`config.mk`:
```
export PLATFORM = sky130hd
export DESIGN_NAME = pipe_hazard_ctrl
export DESIGN_NICKNAME = d
export VERILOG_FILES = /design/src/rtl/pipe_hazard_ctrl_pkg.sv /design/src/rtl/pipe_hazard_ctrl_mem_wait_fsm.sv /design/src/rtl/pipe_hazard_ctrl.sv
export SDC_FILE = /design/constraint.sdc
export NUM_CORES = 1
export LEC_CHECK = 0
export CELL_PAD_IN_SITES_DETAIL_PLACEMENT = 1
export CELL_PAD_IN_SITES_GLOBAL_PLACEMENT = 1
export CORE_ASPECT_RATIO = 1.4
export CORE_MARGIN = 5
export CORE_UTILIZATION = 25
export CTS_CLUSTER_SIZE = 14
export DETAILED_ROUTE_END_ITERATION = 8
export HOLD_SLACK_MARGIN = 0.12
export PLACE_DENSITY_LB_ADDON = 0.1
export SLEW_MARGIN = 20
export SYNTH_ARGS = -nofsm -noshare
export SYNTH_HDL_FRONTEND = slang
export SYNTH_HIERARCHICAL = 1
export SYNTH_SLANG_ARGS = --single-unit
```
`constraint.sdc`:
```
create_clock -name i_clk -period 2.5 [get_ports i_clk]
set_input_delay 0.75 -clock i_clk [delete_from_list [all_inputs] [get_ports i_clk]]
set_output_delay 0.75 -clock i_clk [all_outputs]
set_load 0.005 [all_outputs]
```
`src/rtl/pipe_hazard_ctrl_pkg.sv`:
```
// ---------------------------------------------------------------------------
// pipe_hazard_ctrl_pkg
// Shared definitions for the RV32I pipeline hazard controller:
//   - forwarding select codes driven onto the EX operand muxes
//   - WB result-select codes as seen in the EX stage
//   - memory wait FSM state encoding
//   - small helpers used by the forwarding and load-use logic
// ---------------------------------------------------------------------------
package pipe_hazard_ctrl_pkg;

   // EX operand mux selects
   localparam logic [1:0] FWD_RF  = 2'b00;
   localparam logic [1:0] FWD_WB  = 2'b01;
   localparam logic [1:0] FWD_MEM = 2'b10;

   // WB result-select codes carried down the pipe
   localparam logic [1:0] RES_ALU = 2'b00;
   localparam logic [1:0] RES_MEM = 2'b01;
   localparam logic [1:0] RES_PC4 = 2'b10;
   localparam logic [1:0] RES_U   = 2'b11;

   // Memory wait FSM states
   typedef enum logic {
      S_IDLE = 1'b0,
      S_WAIT = 1'b1
   } waitState_t;

   // True when a writing stage targets the given source register.
   // x0 is hardwired to zero, so it never produces a hazard.
   function automatic logic regHit(input logic we, input logic [4:0] rd,
                                   input logic [4:0] rs);
      return we && (rd != 5'd0) && (rd == rs);
   endfunction

   // EX operand select; the MEM stage holds the younger value, so it wins.
   function automatic logic [1:0] fwdSel(input logic weM, input logic [4:0] rdM,
                                         input logic weW, input logic [4:0] rdW,
                                         input logic [4:0] rs);
      logic [1:0] sel;
      sel = FWD_RF;
      if (regHit(weM, rdM, rs))
         sel = FWD_MEM;
      else if (regHit(weW, rdW, rs))
         sel = FWD_WB;
      return sel;
   endfunction

   // Only loads deliver their value late enough to need a stall.
   function automatic logic isLoad(input logic [1:0] resultSrc);
      logic load;
      case (resultSrc)
         RES_MEM:                  load = 1'b1;
         RES_ALU, RES_PC4, RES_U:  load = 1'b0;
         default:                  load = 1'b0;
      endcase
      return load;
   endfunction

endpackage

```
`src/rtl/pipe_hazard_ctrl_mem_wait_fsm.sv`:
```
// ---------------------------------------------------------------------------
// mem_wait_fsm
// Tracks a multicycle data-memory access from the MEM stage and tells the
// hazard controller when the pipeline has to be frozen.
// Ports:
//   i_clk        rising-edge clock
//   i_rst        synchronous reset, active-low
//   i_mreq_m     MEM-stage instruction accesses data memory
//   i_mem_ack    access complete (used when USE_ACK != 0)
//   o_mem_busy   access still outstanding this cycle (combinational)
//   o_mem_err    sticky timeout flag
// ---------------------------------------------------------------------------
module mem_wait_fsm
   import pipe_hazard_ctrl_pkg::*;
#(
   parameter int USE_ACK = 1,
   parameter int MEM_LAT = 2,
   parameter int TIMEOUT = 255
) (
   input  logic i_clk,
   input  logic i_rst,
   input  logic i_mreq_m,
   input  logic i_mem_ack,
   output logic o_mem_busy,
   output logic o_mem_err
);

   localparam int CW = (TIMEOUT < 1) ? 1 : $clog2(TIMEOUT + 1);
   localparam logic [CW-1:0] LAT_C = CW'(MEM_LAT);
   localparam logic [CW-1:0] TO_C  = CW'(TIMEOUT);

   waitState_t    r_state;
   logic [CW-1:0] r_cnt;
   logic          r_memErr;
   logic          w_done;
   logic          w_timeoutNow;

   // Completion: either the memory acknowledges, or the fixed latency has
   // elapsed. In fixed mode a zero latency completes in the request cycle.
   always_comb begin
      w_done = 1'b0;
      if (USE_ACK != 0)
         w_done = i_mem_ack;
      else if (r_state == S_IDLE)
         w_done = (MEM_LAT == 0);
      else
         w_done = (r_cnt == LAT_C);
   end

   // The timeout cycle itself no longer freezes the pipe, so the abort and
   // the stall release land in the same cycle.
   assign w_timeoutNow = (r_state == S_WAIT) && (r_cnt == TO_C) && !w_done;
   assign o_mem_busy   = i_mreq_m && !w_done && !w_timeoutNow;
   assign o_mem_err    = r_memErr;

   // Wait sequencing: the counter numbers the wait cycles starting at 1 in
   // the first WAIT cycle; the error flag only clears on reset.
   always_ff @(posedge i_clk) begin
      if (!i_rst) begin
         r_state  <= S_IDLE;
         r_cnt    <= '0;
         r_memErr <= 1'b0;
      end else begin
         case (r_state)
            S_IDLE: begin
               if (i_mreq_m && !w_done) begin
                  r_state <= S_WAIT;
                  r_cnt   <= CW'(1);
               end
            end
            S_WAIT: begin
               if (w_done) begin
                  r_state <= S_IDLE;
                  r_cnt   <= '0;
               end else if (w_timeoutNow) begin
                  r_state  <= S_IDLE;
                  r_cnt    <= '0;
                  r_memErr <= 1'b1;
               end else begin
                  r_cnt <= r_cnt + CW'(1);
               end
            end
            default: begin
               r_state <= S_IDLE;
               r_cnt   <= '0;
            end
         endcase
      end
   end

endmodule

```
`src/rtl/pipe_hazard_ctrl.sv`:
```
// ---------------------------------------------------------------------------
// pipe_hazard_ctrl
// Hazard and sequencing controller for the 5-stage RV32I pipeline.
// Ports:
//   i_clk, i_rst                      clock, synchronous active-low reset
//   i_rs1_d, i_rs2_d                  source regs of the instruction in ID
//   i_rs1_e, i_rs2_e, i_rd_e          source/dest regs in EX
//   i_result_src_e                    WB select of the EX instruction
//   i_rd_m, i_reg_write_m             MEM-stage destination / write enable
//   i_rd_w, i_reg_write_w             WB-stage destination / write enable
//   i_pc_src_e                        taken branch or jump resolved in EX
//   i_mreq_m, i_mem_ack               data-memory request / completion
//   o_stall_f..o_stall_w              hold PC / pipeline registers
//   o_flush_d, o_flush_e              bubble IfId / IdEx
//   o_fwd_a_e, o_fwd_b_e              EX operand forwarding selects
//   o_fwd_a_d, o_fwd_b_d              ID register-file bypass from WB
//   o_mreq_out, o_mem_busy, o_mem_err data-memory request, freeze, timeout
// ---------------------------------------------------------------------------
module pipe_hazard_ctrl
   import pipe_hazard_ctrl_pkg::*;
#(
   parameter int USE_ACK = 1,
   parameter int MEM_LAT = 2,
   parameter int TIMEOUT = 255
) (
   input  logic       i_clk,
   input  logic       i_rst,
   input  logic [4:0] i_rs1_d,
   input  logic [4:0] i_rs2_d,
   input  logic [4:0] i_rs1_e,
   input  logic [4:0] i_rs2_e,
   input  logic [4:0] i_rd_e,
   input  logic [1:0] i_result_src_e,
   input  logic [4:0] i_rd_m,
   input  logic       i_reg_write_m,
   input  logic [4:0] i_rd_w,
   input  logic       i_reg_write_w,
   input  logic       i_pc_src_e,
   input  logic       i_mreq_m,
   input  logic       i_mem_ack,
   output logic       o_stall_f,
   output logic       o_stall_d,
   output logic       o_stall_e,
   output logic       o_stall_m,
   output logic       o_stall_w,
   output logic       o_flush_d,
   output logic       o_flush_e,
   output logic [1:0] o_fwd_a_e,
   output logic [1:0] o_fwd_b_e,
   output logic       o_fwd_a_d,
   output logic       o_fwd_b_d,
   output logic       o_mreq_out,
   output logic       o_mem_busy,
   output logic       o_mem_err
);

   logic w_busy;
   logic w_loadUse;

   mem_wait_fsm #(
      .USE_ACK (USE_ACK),
      .MEM_LAT (MEM_LAT),
      .TIMEOUT (TIMEOUT)
   ) u_memWait (
      .i_clk      (i_clk),
      .i_rst      (i_rst),
      .i_mreq_m   (i_mreq_m),
      .i_mem_ack  (i_mem_ack),
      .o_mem_busy (w_busy),
      .o_mem_err  (o_mem_err)
   );

   // A load in EX whose destination is read by the instruction in ID cannot
   // be forwarded in time; that pair needs a one-cycle bubble.
   assign w_loadUse = isLoad(i_result_src_e) && (i_rd_e != 5'd0) &&
                      ((i_rd_e == i_rs1_d) || (i_rd_e == i_rs2_d));

   // Stall/flush priority: reset forces a clean bubbled pipe, then the memory
   // freeze, then a control redirect (which squashes any load-use pair), then
   // load-use. While frozen nothing is flushed, so a redirect held in EX is
   // simply acted on once the access completes.
   always_comb begin
      o_stall_f  = 1'b0;
      o_stall_d  = 1'b0;
      o_stall_e  = 1'b0;
      o_stall_m  = 1'b0;
      o_stall_w  = 1'b0;
      o_flush_d  = 1'b0;
      o_flush_e  = 1'b0;
      o_fwd_a_e  = FWD_RF;
      o_fwd_b_e  = FWD_RF;
      o_fwd_a_d  = 1'b0;
      o_fwd_b_d  = 1'b0;
      o_mreq_out = 1'b0;
      o_mem_busy = 1'b0;
      if (!i_rst) begin
         o_flush_d = 1'b1;
         o_flush_e = 1'b1;
      end else begin
         o_fwd_a_e  = fwdSel(i_reg_write_m, i_rd_m, i_reg_write_w, i_rd_w, i_rs1_e);
         o_fwd_b_e  = fwdSel(i_reg_write_m, i_rd_m, i_reg_write_w, i_rd_w, i_rs2_e);
         o_fwd_a_d  = regHit(i_reg_write_w, i_rd_w, i_rs1_d);
         o_fwd_b_d  = regHit(i_reg_write_w, i_rd_w, i_rs2_d);
         o_mreq_out = i_mreq_m;
         o_mem_busy = w_busy;
         if (w_busy) begin
            o_stall_f = 1'b1;
            o_stall_d = 1'b1;
            o_stall_e = 1'b1;
            o_stall_m = 1'b1;
            o_stall_w = 1'b1;
         end else if (i_pc_src_e) begin
            o_flush_d = 1'b1;
            o_flush_e = 1'b1;
         end else if (w_loadUse) begin
            o_stall_f = 1'b1;
            o_stall_d = 1'b1;
            o_flush_e = 1'b1;
         end
      end
   end

endmodule

```
==> impl_metrics.csv <==
group,metric,value,unit
clock_tree,root_buffer,"sky130_fd_sc_hd__clkbuf_8",
logic_synthesis,register_bit_total_from_synthesis,10,
clock_tree,cts_buffers,3,
logic_synthesis,async_flop_share,0,
sta,final_min_period,2.758,ns
finish,fin_area,2365,µm²
critical_path,cpMaxStageDelayCell,"sky130_fd_sc_hd__or4_4",
clock_tree,cts_tree,"built",
sta,report.final.slew_viol_count,0,
sta,setup_repair_after_global_routing_missed_its_margin,"true",
clock_tree,cts.htree.levels,1,
logic_synthesis,yosys_warnings,6,
finish,antenna_cells_inserted,0,
sta,tightest_slew,0.3773,ns
logic_synthesis,synth_cells,142,
critical_path,worst-endpoint-arrival,2.01,ns
critical_path,timing.critical_path.cells,"buf_6 -> xor2_1 -> or4_4 -> nor4_2 -> buf_2",
logic_synthesis,synth.cell_area,1151,µm²
critical_path,bufs_and_invs_on_worst_path,2,
route,routed-via-count,1494,
logic_synthesis,synthDistinctLibCells,42,
sta,finalWorstSetupSlack,-0.2576,ns
floorplan,core_area,4499,µm²
place,detailed_place.area,2145,µm²
finish,syn_to_final_growth,105.4,%
critical_path,worst_path_dominant_cell_family,"simple AND/OR/NAND/NOR gates",
floorplan,floorplan.initialDensity,0.2558,
sta,setup_violations,9,
global_route,grt_pass1_vias,1728,
run_status,status,"finished with violations",
logic_synthesis,synth_fp_nets,187,
power,pwr_density_cell,278.8,nW/µm²
floorplan,chipHeight,90.29,µm
clock_tree,clock_sink_count,10,
logic_synthesis,synth_ff_type,"sky130_fd_sc_hd__dfxtp_1",
sta,final-hold-violation-count,0,
sta,clock-skew-final,0.0008159,ns
logic_synthesis,synth_sequential_area_ratio,0.1739,
critical_path,cpPeakStageDelay,0.55,ns
place,globalplace.congestion,0.8313,
route,detail_route.iter0.violations,16,
floorplan,die_width,67.35,µm
critical_path,critical_path.max_fanout,2,
critical_path,critical_path.endpoint_type,"output pin",
route,drt-vias-per-instance,4.773,
run,maxCapViolations,0,
critical_path,worst_path_required,1.75,ns
clock_tree,clock_latency_of_the_later_clocked_register_in_the_worst_skew_pair,0.23,ns
route,firstDrtPassIters,3,
run_status,violations,"setup timing",
place,dp_hpwl,4468,µm
logic_synthesis,syn_avg_cell_area,8.106,µm²
finish,number_of_nets_in_the_layout,297,
finish,most-common-layout-cells,"52 x sky130_fd_sc_hd__buf_4, 26 x sky130_fd_sc_hd__buf_2, 23 x sky130_fd_sc_hd__xor2_1",
route,route.antenna.remaining_nets,0,
global_route,grt_overflow_total,0,
global_route,wire_length_of_the_first_global_routing_pass,8493,µm
global_route,globalRouteTotalUtil,0.1808,
floorplan,placement_rows,29,
critical_path,path_class,"in -> out",
place,place.port_buffers,59,
sta,period_share,1.103,
global_route,grt_start_max_net_pins,19,
floorplan,top_level_ports,60,
logic_synthesis,synth_edf_count,0,
finish,commonest_non_fill_non_tap_cell_in_the_layout,"sky130_fd_sc_hd__buf_4",
critical_path,start_kind,"input port",
worst_hold_path,holdCritPathClass,"reg -> reg",
sta,slew-limit-headroom,0.7453,
route,routedWlPerCell,17.30,µm
power,irDropWorstVdd,332.4,µV
route,routed_wirelength,5414,µm
clock_tree,cts_max_path_buffers,2,
clock_tree,postCtsHoldBufs,0,
power,totalPowerFinal,659.3,µW
global_route,antenna_violations_before_repair,0,
power,power_leakage,0.001081,µW
finish,drive_above_1_share,0.5737,
route,drc_errors,0,
sta,achievable_clock_frequency,362.6,MHz
floorplan,floorplan.die_area,6081,µm²
clock_tree,worst_setup_hold_path_clk_slew,0.05,ns
[layer usage]
metal | GRT usage | part of all wire | routed length [µm] | vias up
li1 | - | - | - | 724
met1 | 0.1750 | 0.33 | 1809 | 712
met2 | 0.3651 | 0.58 | 3143 | 42
met3 | 0.01121 | 0.044 | 239 | 16
met4 | 0.07614 | 0.041 | 222 | 0
met5 | 0 | 0 | 0 | -
[logic make-up after synthesis]
logic type,after synthesis,share of synthesized area
AND/OR/NAND/NOR,57,0.3098
XOR/XNOR,40,0.3044
AO/OA/AOI/OAI,21,0.1315
buffers and inverters,13,0.06956
flip-flops,10,0.1739
adder cells (fa/ha/maj),1,0.01087
[sequential cells by signal (all words and copies together), names as in the netlist]
register / flops
u_memWait/r_state: 1
u_memWait/r_cnt: 8
u_memWait/o_mem_err: 1
[where the power goes]
part	switching (µW)	internal, µW	total (µW)
Combinational	134	159	293
Sequential	2.33	162	165
Clock	63.2	138	202
[cells in the mapped netlist, types with 3 or more instances]
master	n	area [µm²]
sky130_fd_sc_hd__nor4_1	4	25.02
sky130_fd_sc_hd__nor2_1	9	33.78
sky130_fd_sc_hd__nor2b_1	3	18.77
sky130_fd_sc_hd__nand2_1	3	11.26
sky130_fd_sc_hd__xnor2_1	12	105.1
sky130_fd_sc_hd__dfxtp_1	10	200.2
sky130_fd_sc_hd__inv_1	3	11.26
sky130_fd_sc_hd__buf_4	8	60.06
sky130_fd_sc_hd__nand3_1	9	45.04
sky130_fd_sc_hd__and2_1	5	31.28
sky130_fd_sc_hd__xor2_1	28	245.2
sky130_fd_sc_hd__o21ai_0	4	20.02
sky130_fd_sc_hd__or4_1	5	37.54
sky130_fd_sc_hd__and3_1	4	25.02
[cell type report]
class,count,area [µm²]
Clock buffer,4,55.05
Fill cell,570,2135
Timing Repair Buffer,115,913.4
Sequential cell,10,202.7
Inverter,3,11.26
Tap cell,62,77.57
Multi-Input combinational cell,119,1105
[through the flow]
step	worst slack, ns	util	std cells	setup TNS, ns	hold WS, ns
final	-0.2576	0.5256	313	-1.249	0.4734
after global routing	-0.2960	0.5256	313	-1.661	0.4973
after CTS	-0.2208	0.5159	312	-1.284	0.4732
after detailed placement	-1.025	0.4766	304	-12.73	0.4608
after global placement	-0.9860	0.4766	304	-12.06	0.4526
after floorplan	-0.007162	-	142	-0.01699	0.4565
[final timing paths]
check / slack, ns / start / cells past startpoint / endpoint
setup / recovery: -0.26 / i_rs1_e[2] / 5 / o_fwd_a_e[0]
hold / removal: 0.47 / u_memWait/o_mem_err / 1 / u_memWait/o_mem_err
setup reg to reg: 0.67 / u_memWait/r_cnt[0] / 7 / u_memWait/r_cnt[6]
hold reg to reg: 0.47 / u_memWait/o_mem_err / 1 / u_memWait/o_mem_err
[timing repair]
item / in CTS / in global routing
endpoints found under the setup margin: 15 / 14
pin swaps: 35 / 8
gates resized for setup: 241 / 11
setup buffers: 4 / 1
hold endpoints to repair: 0 / 0
No activity file was read; power rests on OpenSTA's default activity.
